File: src/rtl/index_decoder_pkg.sv
// Shared constants and FSM state type for the index decoder and its helpers.
package index_decoder_pkg;

    localparam int WIDTH_DEF = 6;
    localparam int IDX_W_DEF = 3;
    localparam int CNT_W_DEF = 3;

    typedef enum logic {
        IDLE  = 1'b0,
        ACCUM = 1'b1
    } state_t;

endpackage

File: src/rtl/index_decoder_popcount.sv
// Combinational ones-counter; also usable by the find-first-set encoder side.
module index_decoder_popcount
    import index_decoder_pkg::*;
#(
    parameter int WIDTH = WIDTH_DEF,
    parameter int CNT_W = CNT_W_DEF
) (
    input  logic [WIDTH-1:0] vec,
    output logic [CNT_W-1:0] cnt
);

    always_comb begin
        cnt = '0;
        for (int i = 0; i < WIDTH; i++) begin
            cnt = cnt + CNT_W'(vec[i]);
        end
    end

endmodule

File: src/rtl/index_decoder.sv
// Accumulates a stream of bit indices into a set vector and emits one
// vector/popcount/error record per frame through a one-entry output register.
//
//   state | meaning
//   IDLE  | no beat accepted yet in the current frame, accumulator empty
//   ACCUM | at least one beat of the current frame has been accepted
module index_decoder
    import index_decoder_pkg::*;
#(
    parameter int WIDTH = WIDTH_DEF,
    parameter int IDX_W = IDX_W_DEF,
    parameter int CNT_W = CNT_W_DEF
) (
    input  logic             clk,
    input  logic             rst_n,
    input  logic             in_valid,
    output logic             in_ready,
    input  logic [IDX_W-1:0] in_idx,
    input  logic             in_last,
    output logic             out_valid,
    input  logic             out_ready,
    output logic [WIDTH-1:0] out_vec,
    output logic [CNT_W-1:0] out_cnt,
    output logic             out_err
);

    state_t           state;
    logic [WIDTH-1:0] acc;
    logic             err_acc;

    logic             accept;
    logic             idx_ok;
    logic [WIDTH-1:0] beat_bit;
    logic [WIDTH-1:0] acc_cur;
    logic             err_cur;
    logic [WIDTH-1:0] load_vec;
    logic             load_err;
    logic [CNT_W-1:0] load_cnt;

    assign in_ready = !out_valid || out_ready;
    assign accept   = in_valid && in_ready;

    // Extra MSB keeps the range check correct when 2^IDX_W == WIDTH.
    assign idx_ok   = {1'b0, in_idx} < (IDX_W + 1)'(WIDTH);
    assign beat_bit = idx_ok ? (WIDTH'(1) << in_idx) : '0;

    // A fresh frame starts from an empty accumulator regardless of leftovers.
    assign acc_cur  = (state == ACCUM) ? acc : '0;
    assign err_cur  = (state == ACCUM) ? err_acc : 1'b0;

    assign load_vec = acc_cur | beat_bit;
    assign load_err = err_cur | !idx_ok;

    index_decoder_popcount #(
        .WIDTH (WIDTH),
        .CNT_W (CNT_W)
    ) u_popcount (
        .vec (load_vec),
        .cnt (load_cnt)
    );

    always_ff @(posedge clk or negedge rst_n) begin
        if (!rst_n) begin
            state     <= IDLE;
            acc       <= '0;
            err_acc   <= 1'b0;
            out_valid <= 1'b0;
            out_vec   <= '0;
            out_cnt   <= '0;
            out_err   <= 1'b0;
        end else begin
            if (accept && in_last) begin
                // A same-cycle drain and load leaves the new frame in place.
                state     <= IDLE;
                acc       <= '0;
                err_acc   <= 1'b0;
                out_valid <= 1'b1;
                out_vec   <= load_vec;
                out_cnt   <= load_cnt;
                out_err   <= load_err;
            end else begin
                if (accept) begin
                    state   <= ACCUM;
                    acc     <= load_vec;
                    err_acc <= load_err;
                end
                if (out_valid && out_ready) begin
                    out_valid <= 1'b0;
                end
            end
        end
    end

endmodule

File: config.mk
export PLATFORM = sky130hd
export DESIGN_NAME = index_decoder
export DESIGN_NICKNAME = d
export VERILOG_FILES = /design/src/rtl/index_decoder_pkg.sv /design/src/rtl/index_decoder_popcount.sv /design/src/rtl/index_decoder.sv
export SDC_FILE = /design/constraint.sdc
export NUM_CORES = 1
export LEC_CHECK = 0
export ABC_CLOCK_PERIOD_IN_PS = 3600
export CORE_AREA = 2 2 51 53
export CTS_BUF_LIST = sky130_fd_sc_hd__clkbuf_8
export CTS_CLUSTER_SIZE = 24
export DETAILED_ROUTE_END_ITERATION = 7
export DIE_AREA = 0 0 53 55
export HOLD_SLACK_MARGIN = 0.08
export PLACE_DENSITY = 0.71
export SLEW_MARGIN = 40
export SYNTH_ARGS = -nofsm -noshare
export SYNTH_HDL_FRONTEND = slang
export SYNTH_HIERARCHICAL = 1
export SYNTH_SLANG_ARGS = --single-unit
File: constraint.sdc
create_clock -name clk -period 3.6 [get_ports clk]
set_input_delay 0.36 -clock clk [delete_from_list [all_inputs] [get_ports clk]]
set_output_delay 0.36 -clock clk [all_outputs]
set_load 0.01 [all_outputs]
==> summary.txt <==
Status
  – Status: finished, final reports clean

Global route
  – Maximum number of pins on one net before global-route repair: 20
  – Global routing usage on met3: 0.0753
  – Total overflow reported by the global router: 0
  – Total global-route track usage: 0.164
  – First-pass GRT wire length: ~3400 um
  – GR Layer Usage met1: 0.204
  – GR met2 Demand/Resource: 0.269
  – Number of global-route vias before repair: between 700 and 800
  – Number of antenna violations at the first check in global routing: 0
  – Routing layer with the top usage in global route: met2

Routing
  – DRT iter0 DRCs: 14
  – Detailed-routing iteration count for the pre-antenna-repair pass: 4
  – Count of nets left with antenna violations after detail routing: 0
  – Final Routed Wirelength: 1900 um
  – Routed via count divided by cell count: 5.00
  – Detailed-route DRC error count: 0
  – Via total after detailed routing: 630
  – Detailed-route wire length per cell: roughly 15 um

Finish
  – Share of layout cells above drive strength 1: 0.250
  – Area added between synthesis and finish: 27.7%
  – Fill cell instance count of the final layout: ~210
  – Post-layout util: 0.526
  – Ant. Diodes: 0
  – Number of nets in the finished design: 109
  – Cell area after layout: 1240 um2

Synthesis
  – Synthesized net count: 85
  – Cell variety after synth: 22
  – Total of warnings raised by yosys: 6
  – Average footprint of a synthesized cell: between 10 and 15 um2
  – Cell type with the highest aggregate area in the netlist: sky130_fd_sc_hd__dfrtp_1
  – Gate Count Post-Synth: 73
  – Register area share after synthesis: 0.488
  – Number of register bits inferred by synthesis: 19
  – Yosys top cell area share: 0.488
  – Synth area leaders: sky130_fd_sc_hd__dfrtp_1 (49%), sky130_fd_sc_hd__mux2_4 (12%), sky130_fd_sc_hd__fa_1 (6.2%)
  – Post-synthesis instance area: a little under 1000 um2

Timing
  – Setup violation total in the final timing report: 0
  – Min Tclk post-route: 3.14 ns
  – Highest clock rate: around 320 MHz
  – Post-route worst hold slack: roughly 0.5 ns
  – Setup TNS Final: 0 ns
  – RSZ-0062 raised after global routing: false
  – Number of pins with negative max-slew slack in the final report: 0
  – Worst-case clock skew: about 0.0041 ns
  – Final Hold Violating Endpoints: 0
  – Measured slew at the worst slew-check pin: around 0.44 ns
  – Crit share post-route: 0.872
  – Normalized max-slew margin: 0.710

Floorplanning
  – DIE HEIGHT: 55 um
  – Die area: 2920 um2
  – Row cnt: 18
  – Die outline width: ~53 um
  – Floorplan core area: ~2400 um2
  – Top-level I/O count: 20
  – Starting utilization of the core area: 0.412

Critical path
  – Arr. time, crit path: 3.28 ns
  – Crit Path Category: in2reg
  – Buf+Inv Stages, Crit Path: 4
  – Most frequent cell on the critical path: sky130_fd_sc_hd__fa_1
  – Length in cells of the worst reg-to-reg path: 9
  – Slowest cell on crit path: sky130_fd_sc_hd__clkdlybuf4s50_1
  – Crit path capture type: register
  – Required time at the endpoint of the critical path: between 3 and 4 ns
  – Critical path peak fanout: 5
  – Critical register-to-register path startpoint: state$_DFFE_PN0P_
  – Capturing point of the worst reg2reg path: out_cnt[1]$_DFFE_PN0P_
  – Startpoint class of the critical path: input port
  – Critical path cell sequence: clkdlybuf4s50_1 -> inv_2 -> a32o_1 -> inv_1 -> fa_1 -> fa_1 -> inv_1 -> ha_1 -> fa_1 -> mux2_2
  – Register-to-register setup slack: about 0.76 ns
  – Kind of cell with the highest combined delay on the critical path: adder cells
  – Crit-path max cell delay: 0.59 ns

Job
  – Max_cap viols: 0

Power and ir drop
  – Combinational share of power: 0.306
  – Power per unit of standard cell area: roughly 480 nW/um2
  – Clock group share of total power: 0.237
  – Switching fraction of total power: 0.274
  – NetSw: approximately 0.16 mW
  – Static Leakage: 0.593 nW
  – Maximum vdd ir drop: between 0.2 and 0.3 mV
  – Register share of total power: 0.457
  – Internal power summed over all cells: 0.432 mW

Min path
  – Launch instance of the worst min-delay path: err_acc$_DFFE_PN0P_
  – Hold Crit Class: reg2reg
  – WHS Path Cells: 1
  – Worst min-delay path endpoint: err_acc$_DFFE_PN0P_

Clock network
  – Reg clk slew, reported paths: ~0.070 ns
  – Root Buffer Master: sky130_fd_sc_hd__clkbuf_8
  – Resized Gates After CTS: 0
  – Hold bufs inserted after CTS: 1
  – Clock buffer count from CTS: 3
  – Clock tree from TritonCTS: yes
  – Clock net sink count: 19
  – Maximum clock path buffer count: 2
  – H-tree levels: 1
  – Clock network latency to the later pin of the worst-skew pair: 0.25 ns
  – Post-CTS setup repair buffer count: 0

Place
  – Gpl congestion: 0.743
  – Post-detail-place hpwl: about 1400 um
  – Port buffer count: 19
  – Area post-placement: 1190 um2
==> registers in the layout, indices dropped and copies added, names as in the netlist <==
register	count
err_acc	1
out_valid	1
out_vec	6
out_err	1
acc	6
out_cnt	3
state	1
==> per-layer routing <==
metal / part of all wire / wire length, um
met5: 0 / 0
met3: 0.071 / 135
met4: 0.0079 / 15
met2: 0.48 / 901
met1: 0.44 / 843
==> cells in the final DEF, fill, tap and decap left out, drive strengths merged <==
cell type	n
a22o	6
inv	14
o2bb2ai	1
nor2b	1
o41a	1
nand3	1
o21ai	1
clkdlybuf4s50	18
dlygate4sd3	1
a21boi	1
buf	2
mux2	10
dfrtp	19
o31ai	3
clkbuf	3
nand2	6
fa	3
a32o	3
ha	1
nor3	1
==> Yosys cell counts <==
master and number:
sky130_fd_sc_hd__dfrtp_1 19, sky130_fd_sc_hd__nor3_2 1, sky130_fd_sc_hd__nand2_1 6, sky130_fd_sc_hd__o2bb2ai_2 1
sky130_fd_sc_hd__inv_4 1, sky130_fd_sc_hd__o41a_1 1, sky130_fd_sc_hd__ha_1 1, sky130_fd_sc_hd__inv_2 2
sky130_fd_sc_hd__o21ai_0 1, sky130_fd_sc_hd__inv_1 10, sky130_fd_sc_hd__nand3_4 1, sky130_fd_sc_hd__o31ai_1 1
sky130_fd_sc_hd__nor2b_4 1, sky130_fd_sc_hd__a32o_1 3, sky130_fd_sc_hd__buf_6 1, sky130_fd_sc_hd__a21boi_0 1
sky130_fd_sc_hd__a22o_1 6, sky130_fd_sc_hd__mux2_4 8, sky130_fd_sc_hd__fa_1 3, sky130_fd_sc_hd__o31ai_2 2
sky130_fd_sc_hd__mux2_2 2, sky130_fd_sc_hd__clkbuf_1 1
==> layout make-up <==
type	instances	area (um2)	share of cell area
timing repair buffer	21	203	0.163
tap	30	37.5	0.0302
clock buffer	3	41.3	0.0332
clock inverter	1	3.75	0.00302
sequential	19	475	0.382
inverter	13	51.3	0.0412
multi-input combinational	39	433	0.348
==> power by group through the flow <==
stage,sequential [mW],clock (mW),combinational [mW]
4_1_cts,0.272,0.149,0.186
5_1_grt,0.277,0.159,0.201
6_report,0.272,0.141,0.183
3_5_place_dp,0.275,0,0.183
2_1_floorplan,0.282,0,0.0861
3_3_place_gp,0.275,0,0.178
==> per-stage QoR <==
step,setup slack [ns],power (mW),instances
after floorplan,0.839,0.368,73
after global placement,0.284,0.453,121
after detailed placement,0.194,0.459,121
after CTS,0.461,0.607,126
after global routing,0.364,0.637,126
final,0.462,0.596,126
==> cells by family after synthesis <==
| group | Yosys count | share of synthesized area |
|---|---|---|
| AOI/OAI and AO/OA | 16 | 0.158 |
| adders and majority gates | 4 | 0.0745 |
| buffers and inverters | 15 | 0.0680 |
| DFF | 19 | 0.488 |
| muxes | 10 | 0.146 |
| and+or+nand+nor | 9 | 0.0655 |
==> worst max-delay path by stage <==
| stage | end | depth (start not counted) | start | slack [ns] |
|---|---|---|---|---|
| after CTS | out_cnt[1]$_DFFE_PN0P_ | 10 | in_idx[1] | 0.46 |
| after detailed placement | out_cnt[1]$_DFFE_PN0P_ | 10 | in_idx[1] | 0.19 |
| after global routing | out_cnt[1]$_DFFE_PN0P_ | 9 | in_idx[0] | 0.36 |
| after global placement | out_cnt[1]$_DFFE_PN0P_ | 10 | in_idx[1] | 0.28 |
| after floorplan | out_cnt[1]$_DFFE_PN0P_ | 10 | state$_DFFE_PN0P_ | 0.84 |
| final | out_cnt[1]$_DFFE_PN0P_ | 10 | in_idx[1] | 0.46 |
No activity file was read; power rests on OpenSTA's default activity.
